==> config.mk <==
export PLATFORM = sky130hd
export DESIGN_NAME = status_tx_arbiter_flat
export DESIGN_NICKNAME = d
export VERILOG_FILES = /design/src/rtl/status_tx_arbiter_if.sv /design/src/rtl/status_tx_arbiter.sv /design/src/flat_wrapper.sv
export SDC_FILE = /design/constraint.sdc
export NUM_CORES = 1
export LEC_CHECK = 0
export CAP_MARGIN = 15
export CORE_ASPECT_RATIO = 1.5
export CORE_MARGIN = 1.5
export CORE_UTILIZATION = 42
export CTS_CLUSTER_SIZE = 10
export DETAILED_ROUTE_END_ITERATION = 10
export PLACE_DENSITY_LB_ADDON = 0.25
export SYNTH_ARGS = -nofsm -noshare
export SYNTH_HDL_FRONTEND = slang
export SYNTH_SLANG_ARGS = --single-unit
==> constraint.sdc <==
create_clock -name clk -period 3.5 [get_ports clk]
set_clock_uncertainty 0.2 [all_clocks]
set_input_delay 1.05 -clock clk [delete_from_list [all_inputs] [get_ports clk]]
set_output_delay 1.05 -clock clk [all_outputs]
set_load 0.03 [all_outputs]
==> src/rtl/status_tx_arbiter_if.sv <==
// Bundle between the status arbiter and its environment: per-channel
// requests and status words in, serializer handshake and grant pulses out.
interface status_tx_arbiter_if;
  logic [3:0]  req;
  logic [95:0] status_in;
  logic        fifo_full;
  logic        piso_done;
  logic [23:0] piso_data;
  logic [7:0]  piso_cmd;
  logic        piso_start;
  logic [3:0]  ack;
  logic        busy;
  logic [7:0]  err_count;

  // Environment side: drives requests and serializer feedback.
  modport master (
    output req, status_in, fifo_full, piso_done,
    input  piso_data, piso_cmd, piso_start, ack, busy, err_count
  );

  // Arbiter side.
  modport slave (
    input  req, status_in, fifo_full, piso_done,
    output piso_data, piso_cmd, piso_start, ack, busy, err_count
  );
endinterface

==> src/rtl/status_tx_arbiter.sv <==
// Round-robin arbiter that picks one of four channels requesting a status
// report, hands its 24-bit status word and a tagged command byte to the
// serializer, then waits for completion or a timeout before arbitrating again.
module status_tx_arbiter #(
  parameter int unsigned TIMEOUT = 1024,
  parameter logic [3:0]  CMD_TAG = 4'hA
) (
  input logic               clk,
  input logic               rst,
  status_tx_arbiter_if.slave bus
);

  localparam int DATA_W = 24;
  localparam int CNT_W  = (TIMEOUT > 1) ? $clog2(TIMEOUT) : 1;
  localparam logic [CNT_W-1:0] CNT_LAST = CNT_W'(TIMEOUT - 1);

  typedef enum logic [1:0] {
    S_IDLE = 2'b00,
    S_LOAD = 2'b01,
    S_WAIT = 2'b10
  } state_t;

  state_t              state_q;
  state_t              state_d;
  logic [1:0]          ptr_q;
  logic [1:0]          win_q;
  logic [CNT_W-1:0]    cnt_q;
  logic [7:0]          err_q;
  logic [DATA_W-1:0]   data_q;
  logic [7:0]          cmd_q;

  logic [7:0]          req_dbl;
  logic [3:0]          req_rot;
  logic                pick_vld;
  logic [1:0]          pick_off;
  logic [1:0]          pick_idx;
  logic [DATA_W-1:0]   pick_word;
  logic                load_en;
  logic                xfer_end;
  logic                timeout_hit;

  function automatic logic [7:0] sat_inc8(input logic [7:0] v);
    return (v == 8'hFF) ? v : v + 8'd1;
  endfunction

  // Rotate requests so bit 0 is the channel at the round-robin pointer.
  assign req_dbl  = {bus.req, bus.req};
  assign req_rot  = req_dbl[ptr_q +: 4];
  assign pick_vld = |req_rot;
  assign pick_idx = ptr_q + pick_off;

  // First requesting channel at or after the pointer wins.
  always_comb begin
    pick_off = 2'd3;
    if (req_rot[0])      pick_off = 2'd0;
    else if (req_rot[1]) pick_off = 2'd1;
    else if (req_rot[2]) pick_off = 2'd2;
  end

  // Status word of the winning channel.
  always_comb begin
    pick_word = bus.status_in[23:0];
    case (pick_idx)
      2'd1:    pick_word = bus.status_in[47:24];
      2'd2:    pick_word = bus.status_in[71:48];
      2'd3:    pick_word = bus.status_in[95:72];
      default: pick_word = bus.status_in[23:0];
    endcase
  end

  // Next-state decode; done takes precedence over a coincident timeout.
  always_comb begin
    state_d     = S_IDLE;
    load_en     = 1'b0;
    xfer_end    = 1'b0;
    timeout_hit = 1'b0;
    case (state_q)
      S_IDLE: begin
        if (pick_vld && !bus.fifo_full) begin
          state_d = S_LOAD;
          load_en = 1'b1;
        end
      end
      S_LOAD: state_d = S_WAIT;
      S_WAIT: begin
        if (bus.piso_done) begin
          xfer_end = 1'b1;
        end else if (cnt_q == CNT_LAST) begin
          xfer_end    = 1'b1;
          timeout_hit = 1'b1;
        end else begin
          state_d = S_WAIT;
        end
      end
      default: state_d = S_IDLE;
    endcase
  end

  // State register.
  always_ff @(posedge clk or posedge rst) begin
    if (rst) state_q <= S_IDLE;
    else     state_q <= state_d;
  end

  // Winner capture and pointer advance past the channel just served.
  always_ff @(posedge clk or posedge rst) begin
    if (rst) begin
      win_q <= 2'd0;
      ptr_q <= 2'd0;
    end else begin
      if (load_en)  win_q <= pick_idx;
      if (xfer_end) ptr_q <= win_q + 2'd1;
    end
  end

  // Timeout counter runs only while waiting, zero everywhere else.
  always_ff @(posedge clk or posedge rst) begin
    if (rst)                                cnt_q <= '0;
    else if (state_q == S_WAIT && !xfer_end) cnt_q <= cnt_q + 1'b1;
    else                                    cnt_q <= '0;
  end

  // Saturating count of transfers abandoned by timeout.
  always_ff @(posedge clk or posedge rst) begin
    if (rst)              err_q <= 8'd0;
    else if (timeout_hit) err_q <= sat_inc8(err_q);
  end

  // Serializer payload, frozen from the grant until the next grant.
  always_ff @(posedge clk or posedge rst) begin
    if (rst) begin
      data_q <= '0;
      cmd_q  <= 8'd0;
    end else if (load_en) begin
      data_q <= pick_word;
      cmd_q  <= {CMD_TAG, 2'b00, pick_idx};
    end
  end

  assign bus.piso_data  = data_q;
  assign bus.piso_cmd   = cmd_q;
  assign bus.piso_start = (state_q == S_LOAD);
  assign bus.ack        = (state_q == S_LOAD) ? (4'b0001 << win_q) : 4'b0000;
  assign bus.busy       = (state_q != S_IDLE);
  assign bus.err_count  = err_q;

endmodule

==> src/flat_wrapper.sv <==
// flat-port wrapper written by rule: the top's interface ports become plain ports
module status_tx_arbiter_flat 
#(
  parameter int unsigned TIMEOUT = 1024,
  parameter logic [3:0]  CMD_TAG = 4'hA
)
  (clk, rst, bus_req, bus_status_in, bus_fifo_full, bus_piso_done, bus_piso_data, bus_piso_cmd, bus_piso_start, bus_ack, bus_busy, bus_err_count);
  status_tx_arbiter_if bus_i ();
  input logic clk;
  input logic rst;
  input wire logic [$bits(bus_i.req)-1:0] bus_req;
  input wire logic [$bits(bus_i.status_in)-1:0] bus_status_in;
  input wire logic [$bits(bus_i.fifo_full)-1:0] bus_fifo_full;
  input wire logic [$bits(bus_i.piso_done)-1:0] bus_piso_done;
  output wire logic [$bits(bus_i.piso_data)-1:0] bus_piso_data;
  output wire logic [$bits(bus_i.piso_cmd)-1:0] bus_piso_cmd;
  output wire logic [$bits(bus_i.piso_start)-1:0] bus_piso_start;
  output wire logic [$bits(bus_i.ack)-1:0] bus_ack;
  output wire logic [$bits(bus_i.busy)-1:0] bus_busy;
  output wire logic [$bits(bus_i.err_count)-1:0] bus_err_count;
  assign bus_i.req = bus_req;
  assign bus_i.status_in = bus_status_in;
  assign bus_i.fifo_full = bus_fifo_full;
  assign bus_i.piso_done = bus_piso_done;
  assign bus_piso_data = bus_i.piso_data;
  assign bus_piso_cmd = bus_i.piso_cmd;
  assign bus_piso_start = bus_i.piso_start;
  assign bus_ack = bus_i.ack;
  assign bus_busy = bus_i.busy;
  assign bus_err_count = bus_i.err_count;
  status_tx_arbiter #(.TIMEOUT(TIMEOUT), .CMD_TAG(CMD_TAG)) u_core (.clk(clk), .rst(rst), .bus(bus_i));
endmodule
==> out/metrics.csv <==
stage;metric;value;unit
status;status;completed;
grt;global-route wire length before repair;13300;microns
placement;Post-DP Area;4790;sq um
critical_path;slowest stage cell, crit path;clkdlybuf4s50_1;
drt;DR vias;3013;
yosys;synth warn;0;
timing;period utilisation layout;96.4;%
yosys;cell area after synthesis;3190;sq um
timing;fin crit period;3.37;ns
timing;count of final hold-check violations;0;
yosys;async set or reset register ratio after synthesis;100;%
critical_path;crit-path leading delay family;buffers and inverters;
final_layout;final instance area;4960;sq um
drt;post-DR vias/cell;5.11;
grt;largest net degree at the start of global routing;73;
floorplanning;Die ar.;8140;sq um
drt;DRC errors left;0;
final_layout;Area Overhead vs Synth;55.6;%
timing;Final setup viols;0;
yosys;sequential-to-total area share from yosys stat;38.4;%
final_layout;final net count;600;
floorplanning;Die H;110;microns
clocking;post-CTS setup buffer count;0;
critical_path;CP Data Required Time;3.50;ns
floorplanning;Die Wd;74.2;microns
timing;hold_ws;0.283;ns
power_and_ir_drop;Power Density;854;nW/um^2
drt;iteration count of the initial detailed-routing pass;5;
clocking;clk slew on worst S/H paths;0.10;ns
clocking;clk root buf;clkbuf_8;
drt;Iter 0 DRT Violations;76;
critical_path;WS Path Type;primary input to flip-flop;
yosys;Synth Instances;345;
timing;setup_tns;0;ns
critical_path;Setup crit end kind;flip-flop;
yosys;area fraction of the dominant cell type after synthesis;38.4;%
final_layout;n_diodes;0;
timing;RSZ-0062 raised after global routing;no;
clocking;CTS tree;built;
yosys;Synth Flop Type;dfrtp_1;
yosys;Post-synth EDFFs;0;
placement;post-DP HPWL;6420;microns
critical_path;max incr delay on CP;0.49;ns
grt;number of global-route vias before repair;2940;
critical_path;crit path DAT;3.38;ns
clocking;number of H-tree levels;2;
grt;Remaining Overflow, GRT;0;
clocking;clock tree buffer depth;2;
power_and_ir_drop;static leakage;2.08;nW
timing;slew margin rel.;64.3;%
yosys;Avg Synthesized Cell Area;9.25;sq um
yosys;Synth Register Bits;49;
grt;initial antenna violation count;0;
placement;# port buffers;145;
clocking;clock sinks;49;
final_layout;fin util;68.2;%
floorplanning;Initial Util;43.9;%
hold_path;hold crit path type;flip-flop to flip-flop;
floorplanning;Rows;38;
run;Max-Cap Viols;0;
clocking;CTS Hold Bufs;0;
power_and_ir_drop;worst vdd ir;0.861;mV
yosys;ranking of synthesized cells by area;dfrtp_1, nand2b_1, mux2i_1, o31ai_1, o21ai_0;
yosys;synth cell count leaders;nand2b_1, dfrtp_1, nand2_1;
timing;FMAX;296;MHz
drt;drt total wl;8580;microns
floorplanning;Top Ports;150;
drt;Antenna Nets Post-Route;0;
timing;worst slew pin tran;0.534;ns
critical_path;crit-path max FO;9;
timing;Final Max Slew Viols;0;
final_layout;layout cell share with drive strength beyond 1;9.18;%
yosys;Netlist cell types;38;
critical_path;CP cell instances;clkdlybuf4s50_1 > inv_1 > o311ai_1 > o21ai_1 > o311ai_2 > ha_2 > xor2_2 > mux2_4 > buf_4 > mux2i_1 > o31ai_1;
floorplanning;Core Area;7270;sq um
clocking;total CTS buffers;5;
grt;Total GRT Usage;21.2;%
placement;gpl congestion;0.736;
clocking;later-pin clock latency in the skew report;0.31;ns
power_and_ir_drop;total power;4.24;mW
critical_path;CP bufs+invs;3;
drt;post-detailed-route wirelength per cell;14.5;microns
yosys;Synth area leader;dfrtp_1;
yosys;count leader, synth;nand2b_1;
critical_path;startpoint types;primary input;
power by group:
| part | total [mW] | switching (mW) | internal [mW] |
|---|---|---|---|
| combinational | 3.00 | 1.67 | 1.33 |
| sequential | 0.885 | 0.137 | 0.748 |
| clock | 0.360 | 0.211 | 0.149 |
| total | 4.24 | 2.02 | 2.23 |
cell families (layout without fill, tap and decap cells):
kind of cell	count (synthesis)	count (layout)	synth area share [%]
and+or+nand+nor	147	147	26.2
AOI/OAI and AO/OA	59	59	12.4
DFF	49	49	38.4
buffers and inverters	37	179	6.08
muxes	28	28	9.18
xor gates and xnor gates	17	17	4.90
adders and majority gates	7	7	2.74
other	1	4	0.118
cell type report:
type | instances | area [sq um]
sequential | 49 | 1230
clock buffer | 5 | 68.8
clock inverter | 3 | 33.8
timing repair buffer | 161 | 1670
fill | 614 | 2310
multi-input combinational | 262 | 1800
inverter | 10 | 37.5
tap | 100 | 125
sequential cells by signal, summed over array words and instances, names as in the netlist:
name	count
u_core.cnt_q	10
u_core.ptr_q	2
u_core.win_q	1
u_core.bus.piso_data	24
u_core.state_q	2
u_core.bus.piso_cmd	2
u_core.bus.err_count	8
path summary, 6_finish.rpt:
check	depth (start not counted)	endpoint	slack [ns]	startpoint
worst max-delay path	11	u_core.bus.piso_data[15]	0.13	bus_req[3]
worst min-delay path	1	u_core.cnt_q[0]	0.28	u_core.cnt_q[0]
worst max register to register	10	u_core.bus.piso_data[15]	0.68	u_core.ptr_q[0]
worst min register to register	1	u_core.cnt_q[0]	0.28	u_core.cnt_q[0]
max in group asynchronous	3	u_core.bus.piso_data[20]	1.67	rst
min in group asynchronous	2	u_core.bus.err_count[4]	0.89	rst
stage by stage:
stage                     setup slack [ns]  instances
after global placement              -0.173        580
after detailed placement            -0.364        580
after floorplan                      0.215        348
after CTS                           0.0259        588
final                                0.126        590
after global routing                0.0246        590
worst reg2reg max path: cells and delay by family (launching register included):
kind	cells	cell delay (ns)
xor+xnor	1	0.19
flops	1	0.50
simple gates	1	0.40
mux	2	0.53
buf+inv	1	0.21
compound gates	4	0.39
fa+ha+maj	1	0.29
routing by layer:
| layer | GRT usage (%) | wire, microns |
|---|---|---|
| met2 | 38.5 | 4620 |
| met3 | 4.77 | 568 |
| met1 | 23.3 | 3180 |
| met4 | 8.60 | 214 |
| met5 | 0 | 0 |
placed cells by master (no fill, tap or decap), types with 2 or more instances in the layout:
master,n
mux2_4,2
o21ai_1,3
dlymetal6s2s_1,2
o31ai_1,24
mux2_1,2
xnor2_1,10
conb_1,4
clkbuf_8,5
xor2_2,2
or3_1,3
xor2_1,5
nor2b_1,2
nor3_1,15
clkinv_4,2
o21ai_0,26
inv_2,2
buf_12,5
nand2_1,30
nand2b_1,52
mux2i_1,24
dfrtp_1,49
buf_4,9
clkbuf_16,2
nand4_1,5
ha_1,6
inv_1,8
nor2_1,12
clkdlybuf4s50_1,143
and2_1,5
and3_1,5
nor3_2,9
nand3_1,5
what timing repair did:
| action | CTS | global route |
|---|---|---|
| pin swaps | 1 | 6 |
| endpoints found under the setup margin | 4 | 22 |
| resized for setup | 1 | 7 |
| hold endpoints to repair | 0 | 0 |
| gates cloned | 0 | 2 |
Note: power is estimated with default switching activity, not from simulation.
